File: config.mk
export PLATFORM = sky130hd
export DESIGN_NAME = axis_channel_pack
export DESIGN_NICKNAME = d
export VERILOG_FILES = /design/src/rtl/axis_channel_pack_pkg.sv /design/src/rtl/axis_channel_pack_counter.sv /design/src/rtl/axis_channel_pack.sv
export SDC_FILE = /design/constraint.sdc
export NUM_CORES = 1
export LEC_CHECK = 0
export CAP_MARGIN = 20
export CELL_PAD_IN_SITES_DETAIL_PLACEMENT = 0
export CELL_PAD_IN_SITES_GLOBAL_PLACEMENT = 1
export CORE_MARGIN = 10
export CORE_UTILIZATION = 39
export CTS_CLUSTER_SIZE = 25
export DETAILED_ROUTE_END_ITERATION = 7
export GPL_TIMING_DRIVEN = 0
export PLACE_DENSITY_LB_ADDON = 0.1
export SYNTH_ARGS = -nofsm -noshare
export SYNTH_HDL_FRONTEND = slang
export SYNTH_HIERARCHICAL = 1
export SYNTH_SLANG_ARGS = --single-unit
File: constraint.sdc
create_clock -name clk -period 2 [get_ports clk]
set_input_delay 0.6 -clock clk [delete_from_list [all_inputs] [get_ports clk]]
set_output_delay 0.6 -clock clk [all_outputs]
set_load 0.1 [all_outputs]
File: src/rtl/axis_channel_pack_pkg.sv
// Shared helpers for the channel packer: index-width function and tuser flag layout.
package axis_channel_pack_pkg;

  // Number of bits needed to hold values 0..v (at least 1).
  function automatic int log2(input int v);
    int r;
    r = 1;
    while ((1 << r) <= v) r++;
    return r;
  endfunction

  typedef struct packed {
    logic missing_last;
    logic short_group;
  } pack_user_t;

endpackage

File: src/rtl/axis_channel_pack_counter.sv
// Bounded up-counter used as the channel index; saturates at UPPER unless WRAP is set.
module axis_channel_pack_counter #(
  parameter int WIDTH = 2,
  parameter int LOWER = 0,
  parameter int UPPER = 3,
  parameter bit WRAP  = 1'b0
) (
  input  logic             clk,
  input  logic             rst,
  input  logic             en,
  output logic [WIDTH-1:0] count
);

  always_ff @(posedge clk) begin
    if (rst) begin
      count <= WIDTH'(LOWER);
    end else if (en) begin
      if (count == WIDTH'(UPPER)) count <= WRAP ? WIDTH'(LOWER) : count;
      else                        count <= count + 1'b1;
    end
  end

endmodule

File: src/rtl/axis_channel_pack.sv
// Serial-to-parallel AXI-Stream channel packer. Define AXIS_CHANNEL_PACK_TLAST_EN to
// regroup on s_axis_tlast and report short/missing-tlast groups on m_axis_tuser.
module axis_channel_pack
  import axis_channel_pack_pkg::*;
#(
  parameter int  NUM_CHANNELS  = 4,
  parameter int  CHANNEL_WIDTH = 64,
  localparam int DATA_WIDTH    = CHANNEL_WIDTH * NUM_CHANNELS,
  localparam int COUNT_WIDTH   = log2(NUM_CHANNELS - 1)
) (
  input  logic                     clk,
  input  logic                     rst,
  input  logic                     s_axis_tvalid,
  output logic                     s_axis_tready,
  input  logic [CHANNEL_WIDTH-1:0] s_axis_tdata,
  input  logic                     s_axis_tlast,
  output logic                     m_axis_tvalid,
  input  logic                     m_axis_tready,
  output logic [DATA_WIDTH-1:0]    m_axis_tdata,
  output logic [1:0]               m_axis_tuser
);

  localparam logic [COUNT_WIDTH-1:0] LAST_IDX = COUNT_WIDTH'(NUM_CHANNELS - 1);

  logic [COUNT_WIDTH-1:0]                        count;
  logic [NUM_CHANNELS-1:0][CHANNEL_WIDTH-1:0]    lanes;
  logic [NUM_CHANNELS-1:0][CHANNEL_WIDTH-1:0]    packed_word;
  logic                                          accept, complete, at_last;
  pack_user_t                                    user_next;

  assign accept  = s_axis_tvalid & s_axis_tready;
  assign at_last = (count == LAST_IDX);

`ifdef AXIS_CHANNEL_PACK_TLAST_EN
  // Early tlast is only visible with the beat, so stall everything while blocked.
  assign s_axis_tready          = ~m_axis_tvalid | m_axis_tready;
  assign complete               = accept & (at_last | s_axis_tlast);
  assign user_next.short_group  = s_axis_tlast & ~at_last;
  assign user_next.missing_last = at_last & ~s_axis_tlast;
`else
  logic unused_tlast;
  assign unused_tlast  = s_axis_tlast;
  assign s_axis_tready = ~at_last | ~m_axis_tvalid | m_axis_tready;
  assign complete      = accept & at_last;
  assign user_next     = '0;
`endif

  axis_channel_pack_counter #(
    .WIDTH (COUNT_WIDTH),
    .LOWER (0),
    .UPPER (NUM_CHANNELS - 1),
    .WRAP  (1'b0)
  ) u_count (
    .clk   (clk),
    .rst   (rst | complete),
    .en    (accept),
    .count (count)
  );

  always_ff @(posedge clk) begin
    if (rst | complete) lanes <= '0;
    else if (accept)    lanes[count] <= s_axis_tdata;
  end

  // Word as it will be loaded on a completing beat: incoming word in lane `count`, zeros above.
  always_comb begin
    packed_word = lanes;
    for (int i = 0; i < NUM_CHANNELS; i++) begin
      if (COUNT_WIDTH'(i) == count)     packed_word[i] = s_axis_tdata;
      else if (COUNT_WIDTH'(i) > count) packed_word[i] = '0;
    end
  end

  always_ff @(posedge clk) begin
    if (rst) begin
      m_axis_tvalid <= 1'b0;
      m_axis_tdata  <= '0;
      m_axis_tuser  <= '0;
    end else if (complete) begin
      m_axis_tvalid <= 1'b1;
      m_axis_tdata  <= packed_word;
      m_axis_tuser  <= user_next;
    end else if (m_axis_tvalid & m_axis_tready) begin
      m_axis_tvalid <= 1'b0;
    end
  end

endmodule

==> impl_results.md <==
- Share of the synthesized area in the top cell type: 53.03%
- Hold Startpoint: m_axis_tdata[230]
- Total GRT Usage: 20.80%
- Post-DRT Antenna Nets: 0
- Post-synth top cells: nand2_1, dfxtp_1, mux2i_1, a21oi_1, buf_2
- Full die area: 52,420 um2
- Hold Crit Class: reg -> reg
- 1st-iter DRT viols: 893
- Critical path launch point type: primary input
- Psw: 0.004863 W
- Total gr overflow: 0
- CTS H-tree lvls: 2
- Post-Syn Instances: 1,967
- Total Power: 0.02013 W
- Fin crit share: 98.76%
- Multiplexer share of the synthesized area: 15.14%
- Largest net degree at the start of global routing: 14
- Compound-gate portion of the synthesized area: 5.769%
- WP data required: 1.40 ns
- Simple-Gate Fraction of Synth Area: 20.52%
- Synth warn: 6
- Worst r2r src: m_axis_tvalid
- Gpl congestion: 0.7812
- Max Cap Viol: 0
- Fin. Hold Viols: 0
- Core ar.: 43,080 um2
- Place WS: -1.270 ns
- Post-DP HPWL: 41.06 mm
- Total length of routed wires: 56.10 mm
- Drt pass-1 iters: 5
- Worst r2r path cells: 6
- Area Growth Syn to Fin: 27.81%
- Min Tclk post-route: 1.975 ns
- Slew HR: 61.06%
- Most frequent cell after synthesis: nand2_1
- Dominant synthesized flop cell: dfxtp_1
- WL per Instance: 18.90 um
- Routed via count: 14,110
- Netlist Area Pre-Place: 17,030 um2
- Fin. max-slew vios: 0
- Status: finished, final reports clean
- CTS root buf: clkbuf_16
- Crit path kind: in -> out
- Worst-margin pin slew: 0.5841 ns
- Drt via density: 4.753
- Fraction of layout cells with a size suffix above 1: 19.56%
- Top Ports: 329
- Global-route wire length before repair: 85.91 mm
- Total CTS buffers: 48
- Register area share after synthesis: 53.03%
- Seq pwr share: 46.3%
- Port Buf Inserts: 325
- Final setup viols: 0
- Post-Synth Adder-Cell Area: 0.07349%
- Leak: 8.269 nW
- FF+latch count, synth: 451
- Vias in the first global route: 14,190
- R2R setup slack: 0.23 ns
- Internal power: 0.01526 W
- Starting Density: 39.53%
- FP Rows: 76
- Synth unique cells: 31
- Crit path from: m_axis_tready
- Setup ws final: 0.02486 ns
- Biggest area consumer among synthesized cells: dfxtp_1
- Die X: 228.9 um
- Switching share of power: 24.16%
- RSZ-0062 raised after global routing: yes
- TritonCTS clock tree: built
- CP Capture Type: output pin
- Clock sink count: 451
- Hold Crit Depth: 2
- Initial antenna violation count: 0
- Fin nets: 2,415
- Critical Path AT: 1.38 ns
- Worst-Skew Late Latency: 0.57 ns
- Clock Power Share: 46.0%
- Synth top area cells: dfxtp_1, nand2_1, mux2i_1, a21oi_1, buf_2
- Clock skew: 0.01789 ns
- VDD IR-drop max: 658.8 uV
- Number of synthesized flops with an enable pin: 0
- Syn avg cell area: 8.656 um2
- Largest family of logic cells by synthesized area: simple AND/OR/NAND/NOR gates
- Clk buf depth: 3
- Crit path max fanout: 2
- Pwr Density: 924.9 nW/um2
- DR DRC count: 0
- Async SR Flop Fraction: 0%
- Synth Area in XOR/XNOR: 0%
- Highest Clock Rate: 0.5063 GHz
- Combinational share of power: 7.7%
- Hold buffer count at CTS: 0
- Reg clk slew, reported paths: 0.06 ns
- Die height: 228.9 um
## per-stage QoR
| step | utilization (%) | instance area (um2) | setup TNS (ns) | cells | hold WS [ns] |
|---|---|---|---|---|---|
| 3_3_place_gp | 48.83 | 21040 | -283.63 | 2878 | 0.4415 |
| 5_1_grt | 50.51 | 21760 | -0.02565 | 2968 | 0.4672 |
| 2_1_floorplan | - | 17050 | 0 | 1968 | 0.4366 |
| 3_5_place_dp | 48.87 | 21050 | -288.94 | 2879 | 0.4449 |
| 6_report | 50.52 | 21760 | 0 | 2969 | 0.4515 |
| 4_1_cts | 50.13 | 21590 | -0.01133 | 2968 | 0.4542 |
## per-layer routing
metal / GRT usage [%] / wire [um] / vias up
met2: 34.44 / 26480 / 297
met3: 5.634 / 3436 / 50
met1: 26.55 / 25340 / 6681
met4: 4.511 / 838 / 0
li1: - / - / 7085
met5: 0 / 0 / -
## power by group through the flow
stage | Sequential, W | Combinational (W) | Clock [W]
2_1_floorplan | 0.00964 | 0.000801 | 0
5_1_grt | 0.00934 | 0.00170 | 0.00980
4_1_cts | 0.00932 | 0.00156 | 0.00946
6_report | 0.00932 | 0.00155 | 0.00926
3_3_place_gp | 0.00951 | 0.00155 | 0
3_5_place_dp | 0.00952 | 0.00157 | 0
## layout by cell type, fill, tap and decap left out, drive strengths merged, types with 2 or more instances in the layout
cell | Yosys | final
clkdlybuf4s50 | 0 | 66
nand3 | 2 | 2
o21ai | 2 | 2
dfxtp | 451 | 451
and3b | 2 | 2
mux2i | 256 | 256
buf | 95 | 295
nand2 | 896 | 896
nor2b | 2 | 2
bufinv | 0 | 4
nor2 | 2 | 2
conb | 1 | 2
clkbuf | 54 | 188
clkinv | 0 | 10
a21oi | 192 | 192
nand3b | 2 | 2
## path summary, 6_finish.rpt
path,end
max,s_axis_tready
min,m_axis_tdata[230]
max reg2reg,lanes[63]
min reg2reg,m_axis_tdata[230]
## timing repair
item | 4_1_cts | 5_1_grt
setup buffers | 1 | 0
setup endpoints to repair | 444 | 160
resized for setup | 1367 | 82
pin swaps | 0 | 0
## cell type report
cell class	instances	area, um2
well taps	585	732.0
multi-input cells	1367	7091
diodes	1	2.502
inverters	1	3.754
fillers	4280	21320
repair buffers	327	2288
plain buffers	149	958.4
flip-flops and latches	451	9035
clock inverters	14	170.2
clock buffers	74	1480
## flip-flops by register name, indices dropped and copies added, names as in the netlist
name and count:
lanes 192, m_axis_tdata 256, m_axis_tvalid 1, u_count/count 2
## worst max-delay path: stages
cell and delay [ns]:
dlygate4sd2_1 0.22, and2b_4 0.27, nand3_4 0.09, buf_12 0.18
## logic make-up after synthesis
| logic type | count (synthesis) |
|---|---|
| simple gates | 912 |
| flops | 451 |
| mux | 257 |
| compound gates | 195 |
| buf+inv | 150 |
| fa+ha+maj | 1 |
| other cells | 1 |
Power figures use the tool's default switching activity.
